===== src/rtl/wca_reg_pkg.sv =====
// Shared definitions for the wca register bank: write-mode encoding and the
// per-bit mode function used by the register cells and the host-bus model.
package wca_reg_pkg;

    typedef enum logic [1:0] {
        WR_WRITE = 2'd0,
        WR_SET   = 2'd1,
        WR_CLR   = 2'd2,
        WR_TGL   = 2'd3
    } wr_mode_e;

    // The modes are purely bitwise, so a single-bit form serves every width.
    function automatic logic apply_mode(input wr_mode_e mode,
                                        input logic     old_bit,
                                        input logic     op_bit);
        logic r;
        r = op_bit;
        case (mode)
            WR_WRITE: r = op_bit;
            WR_SET:   r = old_bit | op_bit;
            WR_CLR:   r = old_bit & ~op_bit;
            WR_TGL:   r = old_bit ^ op_bit;
        endcase
        return r;
    endfunction

endpackage


===== src/rtl/wca_reg_cell.sv =====
// One WIDTH-bit control register: mode-based update, self-clearing pulse bits
// and a one-cycle strobe when a write alters the stored value.
module wca_reg_cell
    import wca_reg_pkg::*;
#(
    parameter int unsigned      WIDTH      = 16,
    parameter logic [WIDTH-1:0] RESET_VAL  = '0,
    parameter logic [WIDTH-1:0] PULSE_MASK = '0
) (
    input  logic             Clock,
    input  logic             Aclr,
    input  logic             we,
    input  logic [1:0]       mode,
    input  logic [WIDTH-1:0] wdata,
    output logic [WIDTH-1:0] q,
    output logic             changed
);

    logic [WIDTH-1:0] nxt;

    always_comb begin
        nxt = '0;
        for (int unsigned b = 0; b < WIDTH; b++) begin
            nxt[b] = apply_mode(wr_mode_e'(mode), q[b], wdata[b]);
        end
    end

    // Pulse bits only survive a cycle in which this register is written.
    always_ff @(posedge Clock) begin
        if (Aclr) begin
            q       <= RESET_VAL & ~PULSE_MASK;
            changed <= 1'b0;
        end else if (we) begin
            q       <= nxt;
            changed <= (nxt != q);
        end else begin
            q       <= q & ~PULSE_MASK;
            changed <= 1'b0;
        end
    end

endmodule


===== src/rtl/wca_reg_bank.sv =====
// Bank of DEPTH control registers with address-decoded mode writes, a
// registered read port, flattened contents and per-register change strobes.
module wca_reg_bank
    import wca_reg_pkg::*;
#(
    parameter int unsigned      WIDTH      = 16,
    parameter int unsigned      DEPTH      = 8,
    parameter int unsigned      ADDR_W     = 3,
    parameter logic [WIDTH-1:0] RESET_VAL  = '0,
    parameter logic [WIDTH-1:0] PULSE_MASK = '0
) (
    input  logic                   Clock,
    input  logic                   Aclr,
    input  logic                   wr_en,
    input  logic [ADDR_W-1:0]      wr_addr,
    input  logic [1:0]             wr_mode,
    input  logic [WIDTH-1:0]       wr_data,
    input  logic                   rd_en,
    input  logic [ADDR_W-1:0]      rd_addr,
    output logic [WIDTH-1:0]       rd_data,
    output logic                   rd_valid,
    output logic [DEPTH*WIDTH-1:0] q_flat,
    output logic [DEPTH-1:0]       changed
);

    logic [WIDTH-1:0] q_arr [DEPTH];
    logic [WIDTH-1:0] rd_mux;

    // Exact-match decode: addresses at or beyond DEPTH select no cell.
    for (genvar i = 0; i < DEPTH; i++) begin : g_cell
        logic we;
        assign we = wr_en && (wr_addr == ADDR_W'(i));

        wca_reg_cell #(
            .WIDTH      (WIDTH),
            .RESET_VAL  (RESET_VAL),
            .PULSE_MASK (PULSE_MASK)
        ) u_cell (
            .Clock   (Clock),
            .Aclr    (Aclr),
            .we      (we),
            .mode    (wr_mode),
            .wdata   (wr_data),
            .q       (q_arr[i]),
            .changed (changed[i])
        );

        assign q_flat[i*WIDTH +: WIDTH] = q_arr[i];
    end

    always_comb begin
        rd_mux = '0;
        for (int unsigned i = 0; i < DEPTH; i++) begin
            if (rd_addr == ADDR_W'(i)) begin
                rd_mux = q_arr[i];
            end
        end
    end

    // Samples the pre-edge contents, so a same-cycle write reads as old data.
    always_ff @(posedge Clock) begin
        if (Aclr) begin
            rd_data  <= '0;
            rd_valid <= 1'b0;
        end else begin
            rd_valid <= rd_en;
            if (rd_en) begin
                rd_data <= rd_mux;
            end
        end
    end

endmodule


===== config.mk =====
export PLATFORM = sky130hd
export DESIGN_NAME = wca_reg_bank
export DESIGN_NICKNAME = d
export VERILOG_FILES = /design/src/rtl/wca_reg_pkg.sv /design/src/rtl/wca_reg_cell.sv /design/src/rtl/wca_reg_bank.sv
export SDC_FILE = /design/constraint.sdc
export NUM_CORES = 1
export LEC_CHECK = 0
export ABC_AREA = 1
export BUFFER_PORTS_ARGS = -buffer_cell sky130_fd_sc_hd__buf_2
export CORE_UTILIZATION = 44
export CTS_CLUSTER_DIAMETER = 100
export DETAILED_ROUTE_END_ITERATION = 7
export PLACE_DENSITY_LB_ADDON = 0.12
export SLEW_MARGIN = 5
export SYNTH_ARGS = -nofsm -noshare
export SYNTH_HDL_FRONTEND = slang
export SYNTH_HIERARCHICAL = 1
export SYNTH_SLANG_ARGS = --single-unit

===== constraint.sdc =====
create_clock -name Clock -period 1.9 [get_ports Clock]
set_input_delay 0.19 -clock Clock [delete_from_list [all_inputs] [get_ports Clock]]
set_output_delay 0.19 -clock Clock [all_outputs]
set_load 0.1 [all_outputs]

==> summary.md <==
| Metric | Value |
|---|---|
| Status | finished clean |
| Worst vdd ir | 0.559 mV |
| FF/Latch Area | 3230 um^2 |
| Yosys top cell area share | 0.186 |
| Worst Path Arrival | 2230 ps |
| CP endpoint kind | flop |
| Area delta synth->final | 19.7% |
| Final hold vios | 0 |
| Max-slew headroom | 0.437 |
| Die Wd | 200 um |
| Ant. Diodes | 0 |
| P_int | 6430 uW |
| Post-Route WL | 63500 um |
| Top cells by count, synth | 742 x nand2_1, 416 x nand3_1, 412 x inv_1 |
| Sequential area share after synthesis | 0.178 |
| Placer Congestion | 0.984 |
| Overall power | 11100 uW |
| Mean area per synthesized cell | 5.97 um^2 |
| Layout filler cell count | 3934 |
| FFs w/ async S/R, synth | 0 |
| CP required | 2250 ps |
| Final Setup Violations | 0 |
| Measured slew at the worst slew-check pin | 843 ps |
| Initial Utilization | 0.446 |
| Highest Signal Layer | met5 |
| GRT overflow | 0 |
| CTS sink cnt | 153 |
| Via count | 20003 |
| PortBufs | 180 |
| Minimum clock period | 1880 ps |
| Worst-path maximum fanout | 6 |
| GRT Resource Usage Total | 0.315 |
| Top-count cell post-synth | nand2_1 |
| Multi-input logic area | 11900 um^2 |
| Nets | 3420 |
| Clk pwr share | 0.325 |
| Die Ht | 200 um |
| Synth Net Count | 3161 |
| Initial antenna violation count | 2 |
| Clock-pin slew on the worst setup and hold paths | 80 ps |
| Met2 Routed Length | 29000 um |
| Cell Area, Synth | 17200 um^2 |
| Power Density | 541 nW/um^2 |
| EDFF count, synth | 0 |
| Leak Pwr | 0.0109 uW |
| I/O pin total | 181 |
| Utilization after layout | 0.534 |
| Critical Path Start Type | flop |
| Ys flop type | dfxtp_1 |
| Clk Latency, worst-skew pair | 470 ps |
| Max Slew Vio Count | 0 |
| H-tree levels | 4 |
| Largest net degree at the start of global routing | 51 |
| Switching power | 4700 uW |
| # rows | 72 |
| CTS tree | done |
| Root Buffer | clkbuf_16 |
| Synth top area cells | ha_1 19%, dfxtp_1 18%, nand2_1 16% |
| Met3 routed WL | 4500 um |
| Vias in the first global route | 17917 |
| Dpl ws | -91.2 ps |
| Synth warn | 6 |
| Final Cycle Share | 0.989 |
| Cell count after synthesis | 2877 |
| Clock skew | 9.23 ps |
| Part of the power in registers | 0.319 |
| First-pass iteration count of the detailed router | 7 |
| CTS Buf Count | 17 |
| Share of layout cells above drive strength 1 | 0.181 |
| Setup TNS | 0 ps |
| Final worst slack | 21.3 ps |
| Number of setup buffers added after CTS | 0 |
| DIE AREA | 39900 um^2 |
| Crit Path Category | reg -> reg |
| Drt drc | 0 |
| Max Cap Viol | 0 |
| Dominant cell type by area after synthesis | ha_1 |
| Hold WC Path Type | in -> reg |
| Cell variety after synth | 22 |
| Core area | 38600 um^2 |
| DP HPWL | 47200 um |
| Clock buffer depth | 2 |
| DR iter-0 viols | 1402 |
| Routed len/inst | 17.3 um |
| #FFs+latches synth | 153 |
| Sw frac | 0.422 |
| RSZ-0062 raised after global routing | no |
| Vias per inst | 5.45 |
| Met1 wire length | 27700 um |
| Combinational share of power | 0.356 |
| Final ANT Viol Nets | 0 |
| F_max | 0.532 GHz |
| Global-route wire length before repair | 96600 um |
==> sequential cells by signal, indices dropped and copies added (netlist names) <==
signal	count
g_cell.u_cell/changed	8
g_cell.u_cell/q	128
rd_data	16
rd_valid	1
==> cells by family (layout without fill, tap and decap cells) <==
logic type / after synthesis / in the layout / share of synthesized area
simple gates: 1381 / 1381 / 0.350
compound gates: 536 / 536 / 0.157
buf+inv: 551 / 823 / 0.129
fa+ha+maj: 256 / 256 / 0.186
flops: 153 / 153 / 0.178
==> cell usage in the layout (no fill, tap or decap) <==
cell,instances
ha_1,256
a21o_1,8
dfxtp_2,126
inv_1,412
inv_8,3
o21ai_0,160
nor2_2,26
dfxtp_4,2
buf_4,167
nor3_4,3
clkinv_4,3
inv_6,6
nand2_1,742
inv_2,11
nand4_1,48
nand3_1,416
buf_12,21
nand3_2,1
buf_2,178
clkinvlp_4,2
a21oi_1,280
buf_6,1
nor2_1,112
nand3b_1,16
dfxtp_1,25
nor3_2,1
or2_0,16
clkbuf_16,17
bufinv_16,1
o21ai_1,88
buf_8,1
==> layer usage <==
metal	track usage	vias to the layer above
li1	-	9909
met1	0.415	9269
met2	0.511	696
met3	0.0435	125
met4	0.134	4
met5	0	-
==> area by class of cell <==
| cell class | count | share of cell area |
|---|---|---|
| sequential | 153 | 0.157 |
| multi-input combinational | 2173 | 0.580 |
| timing repair buffer | 368 | 0.126 |
| inverter | 423 | 0.0771 |
| tap | 518 | 0.0315 |
| clock inverter | 15 | 0.00766 |
| clock buffer | 17 | 0.0207 |
==> metrics by stage <==
stage / instances / hold WS (ps) / cell area, um^2
after floorplan: 2877 / 403 / 17300
after global placement: 3635 / 456 / 20000
after detailed placement: 3635 / 457 / 20000
after CTS: 3667 / 192 / 20600
after global routing: 3667 / 250 / 20600
final: 3667 / 215 / 20600
==> power by group through the flow <==
stage | sequential [uW] | combinational (uW) | clock (uW)
2_1_floorplan | 4330 | 1950 | 0
3_3_place_gp | 3620 | 3800 | 0
3_5_place_dp | 3620 | 3910 | 0
4_1_cts | 3550 | 3930 | 3670
5_1_grt | 3570 | 4360 | 3780
6_report | 3550 | 3970 | 3610
==> what timing repair did <==
item                                    CTS  global route
gates resized for setup                   0             3
hold buffers                              0             0
endpoints found under the setup margin    0             3
==> worst max-delay path, stage by stage (launching register included) <==
cell and delay [ps]:
dfxtp_2 440, inv_1 90, ha_1 280, nand3_1 80
nand2_1 70, or2_0 220, nand3_1 100, nand2_1 70
nor2_1 80, nand2_1 60, nor2_1 180, a21oi_1 90
==> path summary, 6_finish.rpt <==
| check | slack, ps | cells past startpoint | startpoint | endpoint |
|---|---|---|---|---|
| max | 20 | 11 | g_cell[6].u_cell/q[12]$_SDFFE_PP0P_ | g_cell[6].u_cell/changed$_SDFF_PP0_ |
| min reg2reg | 470 | 2 | rd_data[5]$_SDFFE_PP0P_ | rd_data[5]$_SDFFE_PP0P_ |
| max reg2reg | 20 | 11 | g_cell[6].u_cell/q[12]$_SDFFE_PP0P_ | g_cell[6].u_cell/changed$_SDFF_PP0_ |
| min | 210 | 4 | rd_en | rd_valid$_SDFF_PP0_ |
No activity file was read; power rests on OpenSTA's default activity.
